===== src/rtl/kbd_fifo_if.sv =====
// ----------------------------------------------------------------------------
// kbd_fifo_if
//
// Signal bundle between the keyboard front end (PS/2 receiver plus AT->ASCII
// converter), the CPU port router and the keyboard buffer.
//
//   ps2_data     raw received PS/2 byte
//   ps2_data_en  one-cycle strobe, ps2_data valid
//   ascii        converter output for the current ps2_data (same cycle)
//   pin_pa       CPU port address
//   pin_po       CPU port write data
//   pin_pw       CPU port write strobe, one cycle per OUT
//   kb_head      code at the buffer head, 8'h00 when empty (IN FE)
//   kb_status    {overflow, irq_en, 1'b0, count[4:0]} (IN FF)
//   pin_intr     registered interrupt request
//
// The master modport is the system side that feeds bytes and issues port
// writes; the slave modport is the keyboard buffer itself.
// ----------------------------------------------------------------------------
interface kbd_fifo_if;
    logic [7:0] ps2_data;
    logic       ps2_data_en;
    logic [7:0] ascii;
    logic [7:0] pin_pa;
    logic [7:0] pin_po;
    logic       pin_pw;
    logic [7:0] kb_head;
    logic [7:0] kb_status;
    logic       pin_intr;

    modport master (
        output ps2_data,
        output ps2_data_en,
        output ascii,
        output pin_pa,
        output pin_po,
        output pin_pw,
        input  kb_head,
        input  kb_status,
        input  pin_intr
    );

    modport slave (
        input  ps2_data,
        input  ps2_data_en,
        input  ascii,
        input  pin_pa,
        input  pin_po,
        input  pin_pw,
        output kb_head,
        output kb_status,
        output pin_intr
    );
endinterface


===== src/rtl/kbd_fifo.sv =====
// ----------------------------------------------------------------------------
// kbd_fifo
//
// Port-mapped keyboard buffer. Protocol bytes from the PS/2 receiver are
// filtered, the F0 break prefix is folded into bit 7 of the following key
// code, and up to DEPTH codes are queued until the CPU reads them. An
// interrupt request is held high while a key is waiting and interrupts are
// enabled.
//
// Parameters:
//   DEPTH   number of buffer entries, power of two, 2..16
//   AW      pointer width, log2(DEPTH)
//
// Ports:
//   clk      CPU clock; every input in the bundle is synchronous to it
//   reset_n  asynchronous active-low reset
//   bus      kbd_fifo_if slave modport (PS/2 byte input, CPU port writes,
//            head/status read values, interrupt request)
//
// CPU port map:
//   IN  FE   kb_head
//   IN  FF   kb_status
//   OUT FF   bit 7 clears overflow, bit 6 flushes, any write pops one code
//   OUT FD   bit 0 sets the interrupt enable
// ----------------------------------------------------------------------------
module kbd_fifo #(
    parameter int DEPTH = 16,
    parameter int AW    = 4
) (
    input  logic       clk,
    input  logic       reset_n,
    kbd_fifo_if.slave  bus
);

    localparam logic [AW:0] FULL_COUNT = (AW + 1)'(DEPTH);

    logic [7:0]    mem [DEPTH];
    logic [AW-1:0] wr_ptr;
    logic [AW-1:0] rd_ptr;
    logic [AW:0]   count;
    logic          brk;
    logic          overflow;
    logic          irq_en;
    logic          intr_q;

    logic          is_break_prefix;
    logic          is_filtered;
    logic          produce;
    logic [7:0]    code;
    logic          ctrl_write;
    logic          irq_write;
    logic          empty;
    logic          full;
    logic          flush;
    logic          pop;
    logic          push;
    logic          overflow_set;
    logic          overflow_clr;
    logic          unused_po_bits;

    // Classify the incoming byte. F0 arms the break prefix, the listed
    // protocol/acknowledge bytes are thrown away, everything else is a key.
    always_comb begin
        is_break_prefix = 1'b0;
        is_filtered     = 1'b0;
        if (bus.ps2_data_en) begin
            case (bus.ps2_data)
                8'hF0:   is_break_prefix = 1'b1;
                8'hE0, 8'hFA, 8'hAA, 8'hEE,
                8'hFE, 8'h00, 8'hFF:
                         is_filtered = 1'b1;
                default: ;
            endcase
        end
    end

    assign produce = bus.ps2_data_en & ~is_break_prefix & ~is_filtered;

    // Converter codes in the E0..EF range are special keys that already carry
    // their own bit 7, so the break flag cannot be folded into them.
    assign code = (bus.ascii[7:4] == 4'hE) ? bus.ascii : {brk, bus.ascii[6:0]};

    assign ctrl_write = bus.pin_pw & (bus.pin_pa == 8'hFF);
    assign irq_write  = bus.pin_pw & (bus.pin_pa == 8'hFD);

    assign empty = (count == '0);
    assign full  = (count == FULL_COUNT);

    // Flush overrides everything on the data path: no pop, no push and no
    // overflow report for a code arriving in the same cycle. A pop frees a
    // slot, so a full buffer still accepts a push in the same cycle.
    assign flush        = ctrl_write & bus.pin_po[6];
    assign pop          = ctrl_write & ~empty & ~flush;
    assign push         = produce & ~flush & (~full | pop);
    assign overflow_set = produce & ~flush & full & ~pop;
    assign overflow_clr = ctrl_write & bus.pin_po[7];

    assign unused_po_bits = &{1'b0, bus.pin_po[5:1]};

    // Storage is plain registers without reset; only the pointers decide
    // which entries are meaningful.
    always_ff @(posedge clk) begin
        if (push) begin
            mem[wr_ptr] <= code;
        end
    end

    // Pointers and occupancy. Pointers wrap naturally at AW bits, while count
    // carries one extra bit so that full and empty are distinguishable.
    always_ff @(posedge clk or negedge reset_n) begin
        if (!reset_n) begin
            wr_ptr <= '0;
            rd_ptr <= '0;
            count  <= '0;
        end else if (flush) begin
            rd_ptr <= wr_ptr;
            count  <= '0;
        end else begin
            if (push) begin
                wr_ptr <= wr_ptr + 1'b1;
            end
            if (pop) begin
                rd_ptr <= rd_ptr + 1'b1;
            end
            case ({push, pop})
                2'b10:   count <= count + 1'b1;
                2'b01:   count <= count - 1'b1;
                default: count <= count;
            endcase
        end
    end

    // The break prefix survives filtered bytes and is consumed by the next
    // produced code even if that code is dropped or flushed away.
    always_ff @(posedge clk or negedge reset_n) begin
        if (!reset_n) begin
            brk <= 1'b0;
        end else if (is_break_prefix) begin
            brk <= 1'b1;
        end else if (produce) begin
            brk <= 1'b0;
        end
    end

    // Sticky overflow; a new drop in the same cycle as a clear request wins
    // so that the CPU never misses a lost keystroke.
    always_ff @(posedge clk or negedge reset_n) begin
        if (!reset_n) begin
            overflow <= 1'b0;
        end else if (overflow_set) begin
            overflow <= 1'b1;
        end else if (overflow_clr) begin
            overflow <= 1'b0;
        end
    end

    // Interrupt enable and the registered level-sensitive request. The
    // request follows count one cycle late, so it rises two cycles after a
    // strobe and falls one cycle after the buffer drains.
    always_ff @(posedge clk or negedge reset_n) begin
        if (!reset_n) begin
            irq_en <= 1'b0;
            intr_q <= 1'b0;
        end else begin
            if (irq_write) begin
                irq_en <= bus.pin_po[0];
            end
            intr_q <= irq_en & ~empty;
        end
    end

    assign bus.kb_head   = empty ? 8'h00 : mem[rd_ptr];
    assign bus.kb_status = {overflow, irq_en, 1'b0, 5'(count)};
    assign bus.pin_intr  = intr_q;

endmodule


===== src/flat_wrapper.sv =====
// flat-port wrapper written by rule: the top's interface ports become plain ports
module kbd_fifo_flat 
#(
    parameter int DEPTH = 16,
    parameter int AW    = 4
)
  (clk, reset_n, bus_ps2_data, bus_ps2_data_en, bus_ascii, bus_pin_pa, bus_pin_po, bus_pin_pw, bus_kb_head, bus_kb_status, bus_pin_intr);
  kbd_fifo_if bus_i ();
  input  logic clk;
  input  logic reset_n;
  input wire logic [$bits(bus_i.ps2_data)-1:0] bus_ps2_data;
  input wire logic [$bits(bus_i.ps2_data_en)-1:0] bus_ps2_data_en;
  input wire logic [$bits(bus_i.ascii)-1:0] bus_ascii;
  input wire logic [$bits(bus_i.pin_pa)-1:0] bus_pin_pa;
  input wire logic [$bits(bus_i.pin_po)-1:0] bus_pin_po;
  input wire logic [$bits(bus_i.pin_pw)-1:0] bus_pin_pw;
  output wire logic [$bits(bus_i.kb_head)-1:0] bus_kb_head;
  output wire logic [$bits(bus_i.kb_status)-1:0] bus_kb_status;
  output wire logic [$bits(bus_i.pin_intr)-1:0] bus_pin_intr;
  assign bus_i.ps2_data = bus_ps2_data;
  assign bus_i.ps2_data_en = bus_ps2_data_en;
  assign bus_i.ascii = bus_ascii;
  assign bus_i.pin_pa = bus_pin_pa;
  assign bus_i.pin_po = bus_pin_po;
  assign bus_i.pin_pw = bus_pin_pw;
  assign bus_kb_head = bus_i.kb_head;
  assign bus_kb_status = bus_i.kb_status;
  assign bus_pin_intr = bus_i.pin_intr;
  kbd_fifo #(.DEPTH(DEPTH), .AW(AW)) u_core (.clk(clk), .reset_n(reset_n), .bus(bus_i));
endmodule

===== config.mk =====
export PLATFORM = sky130hd
export DESIGN_NAME = kbd_fifo_flat
export DESIGN_NICKNAME = d
export VERILOG_FILES = /design/src/rtl/kbd_fifo_if.sv /design/src/rtl/kbd_fifo.sv /design/src/flat_wrapper.sv
export SDC_FILE = /design/constraint.sdc
export NUM_CORES = 1
export LEC_CHECK = 0
export ABC_AREA = 1
export BUFFER_PORTS_ARGS = -buffer_cell sky130_fd_sc_hd__clkbuf_2
export CAP_MARGIN = 20
export CORE_ASPECT_RATIO = 1.25
export CORE_MARGIN = 10
export CORE_UTILIZATION = 55
export DETAILED_ROUTE_END_ITERATION = 8
export GPL_TIMING_DRIVEN = 0
export PLACE_DENSITY = 0.74
export SYNTH_ARGS = -nofsm -noshare
export SYNTH_HDL_FRONTEND = slang
export SYNTH_SLANG_ARGS = --single-unit
export TNS_END_PERCENT = 20

===== constraint.sdc =====
create_clock -name clk -period 2.6 [get_ports clk]
set_input_delay 0.39 -clock clk [delete_from_list [all_inputs] [get_ports clk]]
set_output_delay 0.39 -clock clk [all_outputs]
set_load 0.05 [all_outputs]

==> impl_metrics.toml, run 1 <==
[sta]
clock_skew_ns = 0.00493
tightest_slew_ns = 1.12
layout_setup_ws_ns = 0.00925
setup_violations = 0
period_needed_ns = 2.59
hold-worst-slack_ns = 0.218
finalHoldViolations = 0
fmax_mhz = 386
drv_slew = 0
relSlewSlack_pct = 24.7
post-route-period-util_pct = 99.6
rsz0062_at_grt = "true"

[clocking]
clk_pin_slew_ns = 0.06
insertion_delay_ns = 0.42
cts_buffers = 17
clock-sinks = 145
cts_root_buf = "clkbuf_16"
ctsHtreeMaxLevel = 4
cts_tree = "yes"
clockBufferDepth = 2

[floorplanning]
fp.dieW_um = 117
fp.dieH_um = 141
core_um2 = 11600
io_pins = 53
die_area_um2 = 16600
start_util_pct = 56.1
rows = 44

[worst_setup_path]
crit_chain = "clkbuf_4, clkinv_4, buf_4, o21ai_0, o221ai_1, nand3_2, a21oi_1, buf_4"
slowest_stage = "dfrtp_1"
cp_max_fo = 10
cp-start-kind = "flip-flop"
path_common_cell = "buf_4"
criticalPathCategory = "flip-flop to output pin"
worstPathArrival_ns = 2.20
worstSetupEndpointType = "output pin"
cp_slowest_stage_delay_ns = 0.38
worstPathRequired_ns = 2.21

[synth]
synth_area_leaders = "edfxtp_1, dfrtp_1, o21ai_0"
synthTopCellsByCount = "edfxtp_1, nor2_1, o21ai_0"
ys_seq_area_share_pct = 65.8
synth.largest_area_cell = "edfxtp_1"
synth.most_common_cell = "edfxtp_1"
ys_types = 39
ys.flop_type = "edfxtp_1"
syn_nets = 607
ys_async_sr_fraction_pct = 11.7
synth_top_area_share_pct = 59.3
synth_edf_count = 128
syn_avg_cell_area_um2 = 11.5
yosysWarnings = 0
synth_area_um2 = 6480
netlist_instances = 562
ys_ff_latch = 145

[global_route]
grt_pass1_wl_um = 25100
grt_pass1_vias = 4688
grt_max_degree = 18
antenna_found_initial = 0
gr-total-overflow = 0
grt.total_usage_pct = 20.2

[power]
power_per_cell_area_nw_per_um2 = 874
irDropWorstVdd_mv = 0.595
p_total_w = 0.00687
p_leak_nw = 2.99

[placement]
hpwl_um = 11100
gp_congestion = 0.864
io_buffer_count = 46
post-place-ws_ns = -0.135
placed_area_um2 = 6980

[routing]
firstDrtPassIters = 5
via_per_inst = 6.03
drcViolationCount = 0
drt-total-wl_um = 16200
via_count = 4803
drt_iter0_drc = 536
ant_nets = 0
wl_per_cell_um = 20.4

[finish]
area_delta_synth_final_pct = 21.2
drive_gt1_share_pct = 26.6
fin_nets = 690
nFillCells = 810
final_util_pct = 68.0
diodes = 0
final_area_um2 = 7860

[worst_hold_path]
min_path_type = "primary input to flip-flop"

[job]
cap_violations = 0

[run_status]
status = "finished clean"
-- routing by layer --
| metal | vias to the layer above | global-route usage (%) | wire length, um |
|---|---|---|---|
| li1 | 2191 | - | - |
| met2 | 293 | 33.3 | 8180 |
| met5 | - | 0 | 0 |
| met1 | 2270 | 23.5 | 5870 |
| met4 | 0 | 9.65 | 712 |
| met3 | 49 | 5.70 | 1450 |
-- sequential cells by signal, indices dropped and copies added, names as in the netlist --
name,flops
u_core.count,5
u_core.brk,1
u_core.bus.pin_intr,1
u_core.irq_en,1
u_core.overflow,1
u_core.mem,128
u_core.rd_ptr,4
u_core.wr_ptr,4
-- worst paths after layout --
check / start / to / slack, ns / cells after the start
max: u_core.rd_ptr[0] / bus_kb_head[4] / 0.009 / 8
min: bus_pin_po[0] / u_core.irq_en / 0.22 / 2
max reg2reg: u_core.count[3] / u_core.mem[1][6] / 0.18 / 10
min reg2reg: u_core.overflow / u_core.overflow / 0.50 / 2
max in group asynchronous: reset_n / u_core.rd_ptr[1] / 1.85 / 2
min in group asynchronous: reset_n / u_core.rd_ptr[0] / 0.43 / 2
-- where the power goes --
group | internal (W) | switching [W] | leakage (nW)
Combinational | 0.000525 | 0.00114 | 1.35
Clock | 0.00139 | 0.000890 | 0.269
Sequential | 0.00280 | 0.000127 | 1.38
Total | 0.00472 | 0.00215 | 2.99
-- placed cells by master, fill, tap and decap left out, types with 5 or more instances in the layout --
cell / instances
buf_6: 6
edfxtp_1: 128
clkbuf_2: 39
clkbuf_8: 6
clkbuf_16: 17
buf_2: 8
ha_1: 6
nand2_1: 55
a21oi_2: 8
dfrtp_1: 13
nor2_1: 85
buf_4: 23
o221ai_1: 26
nand3_2: 7
o21ai_0: 66
nand3_1: 22
nor3_1: 16
a21oi_1: 7
clkbuf_4: 8
clkinv_2: 6
inv_1: 32
o221ai_2: 7
inv_2: 5
-- timing repair --
item / in CTS / in global routing
buffers inserted: 1 / 2
hold buffers: 1 / 0
endpoints found under the hold margin: 17 / 0
resized for setup: 59 / 48
pin swaps: 1 / 7
cloned: 0 / 0
setup endpoints to repair: 9 / 15
-- per-stage QoR --
stage | std cells | setup TNS (ns)
2_1_floorplan | 562 | 0
3_3_place_gp | 746 | -17.13
3_5_place_dp | 759 | -2.58
4_1_cts | 792 | -0.0523
5_1_grt | 796 | -0.0731
6_report | 796 | 0
-- area by class of cell --
| type | instances | area, um2 | share of cell area, % |
|---|---|---|---|
| sequential | 145 | 4270 | 54.4 |
| multi-input combinational | 348 | 2040 | 26.0 |
| clock buffer | 19 | 433 | 5.51 |
| timing repair buffer | 65 | 422 | 5.37 |
| buffer | 28 | 236 | 3.01 |
| tap | 138 | 173 | 2.20 |
| inverter | 40 | 156 | 1.99 |
| clock inverter | 13 | 120 | 1.53 |
-- critical path: cells and delay by family (launching register included) --
kind / cells / cell delay, ns
buffers and inverters: 4 / 0.69
AO/OA/AOI/OAI: 3 / 0.53
flip-flops: 1 / 0.38
AND/OR/NAND/NOR: 1 / 0.17
-- cells by family after synthesis --
| family | count (synthesis) | share of synthesized area [%] |
|---|---|---|
| simple gates | 208 | 14.9 |
| flops | 145 | 65.8 |
| compound gates | 122 | 11.6 |
| buf+inv | 69 | 4.53 |
| fa+ha+maj | 9 | 1.85 |
| xor+xnor | 7 | 1.06 |
| other cells | 1 | 0.0578 |
| mux | 1 | 0.174 |
(Power assumes the default switching activity.)
==> inputs of run 2 (changes only) <==
CTS_BUF_LIST = sky130_fd_sc_hd__clkbuf_4   (was not set)
CTS_CLUSTER_DIAMETER = 60   (was not set)
==> run 2 against run 1 <==
Compared with the run above:
- combinational power is 10% higher
- setup slack got worse by 0.040 ns
- largest cell class unchanged
- final cell count rose by 1.0%
- the run now ends with negative setup slack left
- first-iteration DRC count is 20% lower
- sequential share of layout area shrank 0.40 points
- global-route usage decreased by 0.12 points
- non-clock buffer count is 7 higher
- flip-flop and latch count is the same
- sequential power about the same
- register-to-register slack about the same
==> impl_metrics.toml, run 2 (synthesis results as in run 1) <==
[run_status]
status = "finished, violations left"
violations = "negative setup slack"

[power]
swShare_pct = 34.4
power_frac_seq_pct = 48.0
power_per_cell_area_nw_per_um2 = 770
p_sw_w = 0.00210
irDropWorstVdd_mv = 0.648
power.internal_w = 0.00400
p_clk_share_pct = 22.1
pwr-share-comb_pct = 30.0
p_leak_nw = 2.98

[finish]
diodes = 0
mostFrequentLayoutCells = "edfxtp_1, nor2_1, o21ai_0"
largest_reg_flops = 128
top_register = "u_core.mem"
largestRegisters = "u_core.mem (128), u_core.count (5)"
nFillCells = 800
final_common_cell = "edfxtp_1"
drive_gt1_share_pct = 30.6
instances_no_fill = 804
area_delta_synth_final_pct = 22.1
fin_nets = 698

[sta]
fmax_mhz = 380
finalHoldViolations = 0
drv_slew = 0
relSlewSlack_pct = 23.4
rsz0062_at_grt = "true"
hold-worst-slack_ns = 0.0898
tightest_slew_ns = 1.14
period_needed_ns = 2.63
setup_violations = 1
fin_tns_setup_ns = -0.0310
post-route-period-util_pct = 101
layout_setup_ws_ns = -0.0310
clock_skew_ns = 0.0201

[routing]
firstDrtPassIters = 5
wl_per_cell_um = 21.3
ant_nets = 0
via_per_inst = 6.09
drcViolationCount = 0
drt-total-wl_um = 17200
via_count = 4893
drt_iter0_drc = 427

[worst_setup_path]
crit_chain = "buf_12, inv_6, buf_8, o21ai_0, o221ai_2, nand3_2, a21oi_2, buf_8"
slowest_stage = "dfrtp_1"
cp_max_fo = 8
worstPathArrival_ns = 2.24
cp_slowest_stage_delay_ns = 0.43
worstPathRequired_ns = 2.21
cp-start-kind = "flip-flop"
worstSetupEndpointType = "output pin"
path_common_cell = "buf_8"
criticalPathCategory = "flip-flop to output pin"

[clocking]
cts_tree = "yes"
clk_pin_slew_ns = 0.11
insertion_delay_ns = 0.55
clockBufferDepth = 2
cts_buffers = 17
ctsHtreeMaxLevel = 4
clock-sinks = 145
cts_root_buf = "clkbuf_4"

[global_route]
gr-total-overflow = 0
grt_pass1_wl_um = 25100
grt.total_usage_pct = 20.0
grt_pass1_vias = 4732
antenna_found_initial = 0
grt_max_degree = 18

[placement]
hpwl_um = 11100
gp_congestion = 0.864
numPlacedInstances = 759
post-place-ws_ns = -0.135
io_buffer_count = 46

[floorplanning]
fp.dieH_um = 141
io_pins = 53
start_util_pct = 56.1
core_um2 = 11600
die_area_um2 = 16600
fp.dieW_um = 117
rows = 44

[job]
cap_violations = 0

[worst_hold_path]
min_path_type = "primary input to flip-flop"
## run 2: cell types whose count changed in the layout (fill, tap and decap cells not counted), moves of 4 or more
cell / previous run / this run
buf_8: 2 / 14
o21ai_1: 4 / 9
o221ai_2: 7 / 17
buf_12: 0 / 4
clkbuf_4: 8 / 22
buf_2: 8 / 4
clkbuf_8: 6 / 2
clkbuf_16: 17 / 3
o21ai_0: 66 / 59
o221ai_1: 26 / 16
## run 2: area by class of cell
type	count	area (um2)	area share, %
clock buffer	19	143	1.80
clock inverter	13	120	1.52
inverter	40	171	2.16
tap	138	173	2.18
sequential	145	4270	54.0
buffer	28	342	4.31
timing repair inverter	1	8.76	0.111
multi-input combinational	348	2140	27.0
timing repair buffer	72	548	6.92
## run 2: metrics by stage
stage | instance area [um2] | total power (W) | utilization [%]
2_1_floorplan | 6480 | 0.00396 | -
4_1_cts | 7530 | 0.00588 | 65.1
3_3_place_gp | 6890 | 0.00434 | 59.6
6_report | 7920 | 0.00610 | 68.5
5_1_grt | 7920 | 0.00634 | 68.5
3_5_place_dp | 6980 | 0.00442 | 60.3
## run 2: critical path, delay by kind of cell, from the launching register on
kind | cells | cell delay (ns)
buf+inv | 4 | 0.54
simple gates | 1 | 0.17
compound gates | 3 | 0.54
flops | 1 | 0.43
## run 2: power by group through the flow
| stage | clock [W] | combinational [W] | sequential (W) |
|---|---|---|---|
| global route | 0.00145 | 0.00195 | 0.00294 |
| finish | 0.00134 | 0.00183 | 0.00292 |
| CTS | 0.00134 | 0.00163 | 0.00291 |
| detailed placement | 0 | 0.00146 | 0.00296 |
| global placement | 0 | 0.00138 | 0.00295 |
| floorplan | 0 | 0.000909 | 0.00305 |
## run 2: worst paths after layout
kind,start,endpoint,cells after the start,slack (ns)
min in group asynchronous,reset_n,u_core.count[4],2,0.30
max,u_core.rd_ptr[0],bus_kb_head[7],8,-0.03
min,bus_pin_po[0],u_core.irq_en,2,0.09
max in group asynchronous,reset_n,u_core.rd_ptr[1],2,1.98
max reg2reg,u_core.count[1],u_core.mem[5][2],9,0.17
min reg2reg,u_core.overflow,u_core.overflow,2,0.51
## run 2: metal layers
metal  up-vias  share of wire (%)  GRT usage (%)
li1       2208                  -              -
met1      2316                 36           23.4
met2       318                 51           33.8
met3        51                8.8           5.11
met4         0                4.1           8.74
met5         -                  0              0
## run 2: what timing repair did
| item | in CTS | in global routing |
|---|---|---|
| setup endpoints to repair | 9 | 21 |
| gates resized for setup | 81 | 87 |
| hold endpoints to repair | 17 | 0 |
| setup buffers | 3 | 4 |
| pin swaps | 9 | 31 |
| gates cloned | 0 | 4 |
| hold buffers | 1 | 0 |
==> inputs of run 3 (changes only) <==
CORE_UTILIZATION = 62   (was 55)
CTS_CLUSTER_SIZE = 25   (was not set)
PLACE_DENSITY = 0.82   (was 0.74)
==> run 3 against run 2 <==
Compared with the run above:
- the flow still finishes with violations (negative setup slack)
- wire length is 2.4% higher
- critical path depth did not move
- total power is 2.6% lower
- final area shrank 1.5%
- clock skew decreased by 0.0030 ns
==> impl_metrics.toml, run 3 (synthesis results as in run 1) <==
[run_status]
status = "finished, violations left"
violations = "negative setup slack"

[worst_setup_path]
cp_slowest_stage_delay_ns = 0.42
crit_chain = "buf_8, clkinv_8, buf_8, o21ai_0, o221ai_1, nand3_1, a21oi_1, clkbuf_8"
cp_max_fo = 10
worstPathRequired_ns = 2.21
criticalPathCategory = "flip-flop to output pin"
path_buf_inv = 4
slowest_stage = "dfrtp_1"
cp-start-kind = "flip-flop"
regToRegStartpoint = "u_core.count[1]"
crit_family = "buffers and inverters"
path_common_cell = "buf_8"
startpoint = "u_core.rd_ptr[0]"
worstPathArrival_ns = 2.26
worstSetupEndpointType = "output pin"

[finish]
multi_input_area_um2 = 2110
drive_gt1_share_pct = 29.8
area_delta_synth_final_pct = 20.2
regArea_um2 = 4270
top_register = "u_core.mem"
diodes = 0
mostFrequentLayoutCells = "edfxtp_1, nor2_1, o21ai_0"
fin_nets = 699
nFillCells = 596
final_area_um2 = 7790
largestRegisters = "u_core.mem (128), u_core.count (5)"
instances_no_fill = 796
final_common_cell = "edfxtp_1"
largest_reg_flops = 128

[floorplanning]
start_util_pct = 63.8
core_um2 = 10200
rows = 41
fp.dieH_um = 134
fp.dieW_um = 111
die_area_um2 = 15000
io_pins = 53

[global_route]
antenna_found_initial = 0
grt.total_usage_pct = 21.9
gr-total-overflow = 0
grt_pass1_wl_um = 25900
grt_pass1_vias = 5078
grt_max_degree = 18

[sta]
clock_skew_ns = 0.0171
tightest_slew_ns = 1.13
rsz0062_at_grt = "true"
layout_setup_ws_ns = -0.0548
setup_violations = 6
period_needed_ns = 2.65
finalHoldViolations = 0
relSlewSlack_pct = 24.3
drv_slew = 0
hold-worst-slack_ns = 0.0734
fmax_mhz = 377
post-route-period-util_pct = 102

[clocking]
cts_buffers = 17
ctsHtreeMaxLevel = 4
clock-sinks = 145
cts_root_buf = "clkbuf_4"
clk_pin_slew_ns = 0.11
clockBufferDepth = 2
insertion_delay_ns = 0.55
cts_tree = "yes"

[routing]
firstDrtPassIters = 6
drt_iter0_drc = 595
via_count = 5031
via_per_inst = 6.32
wl_per_cell_um = 22.1
drt-total-wl_um = 17600
drcViolationCount = 0
ant_nets = 0

[worst_hold_path]
hp-start = "bus_pin_po[0]"
min_path_type = "primary input to flip-flop"

[power]
p_total_w = 0.00594
p_leak_nw = 2.98
swShare_pct = 35.4
pwr-share-comb_pct = 30.1
p_sw_w = 0.00210
power_per_cell_area_nw_per_um2 = 762
power.internal_w = 0.00384
power_frac_seq_pct = 49.2
irDropWorstVdd_mv = 0.551
p_clk_share_pct = 20.7

[placement]
io_buffer_count = 46
numPlacedInstances = 748
placed_area_um2 = 6940
gp_congestion = 0.912
hpwl_um = 11400

[job]
cap_violations = 0
[run 3: changes by cell type in the layout (fill, tap and decap cells not counted), sizes merged]
cell / delta
clkinvlp: -1
inv: -2
clkinv: +4
buf: +1
bufinv: -1
[run 3: metrics by stage]
| stage | setup slack (ns) | util (%) | TNS, ns |
|---|---|---|---|
| finish | -0.0548 | 76.7 | -0.148 |
| detailed placement | -0.183 | 68.3 | -6.01 |
| floorplan | 0.0422 | - | 0 |
| global route | -0.161 | 76.7 | -0.764 |
| CTS | -0.0178 | 74.3 | -0.0488 |
| global placement | -0.229 | 67.7 | -13.88 |
[run 3: timing repair]
item	in CTS	in global routing
cloned	1	1
buffers inserted	5	5
pin swaps	10	26
endpoints found under the hold margin	17	0
hold buffers	1	0
endpoints found under the setup margin	20	29
resized for setup	91	63
[run 3: final timing paths]
kind | endpoint | slack, ns | cells past startpoint
worst max-delay path | bus_kb_head[3] | -0.05 | 8
worst max register to register | u_core.mem[4][3] | 0.13 | 9
min in group asynchronous | u_core.wr_ptr[1] | 0.29 | 2
max in group asynchronous | u_core.rd_ptr[3] | 1.98 | 2
worst min register to register | u_core.overflow | 0.51 | 2
worst min-delay path | u_core.irq_en | 0.07 | 2
[run 3: final cells by class]
class	instances	area share [%]
sequential	145	54.8
multi-input combinational	348	27.0
timing repair buffer	74	6.61
buffer	28	4.33
inverter	40	2.15
tap	129	2.07
clock buffer	18	1.73
clock inverter	14	1.27
[run 3: routing by layer]
layer,GRT usage [%],part of all wire (%),vias up
met2,36.5,50,377
li1,-,-,2217
met3,6.11,10,76
met5,0,0,-
met4,13.4,5.1,0
met1,24.3,35,2361
[run 3: power by group through the flow]
stage | sequential [W] | combinational, W | clock, W
6_report | 0.00292 | 0.00179 | 0.00123
5_1_grt | 0.00294 | 0.00190 | 0.00131
4_1_cts | 0.00291 | 0.00163 | 0.00121
3_5_place_dp | 0.00296 | 0.00144 | 0
3_3_place_gp | 0.00295 | 0.00136 | 0
2_1_floorplan | 0.00305 | 0.000909 | 0
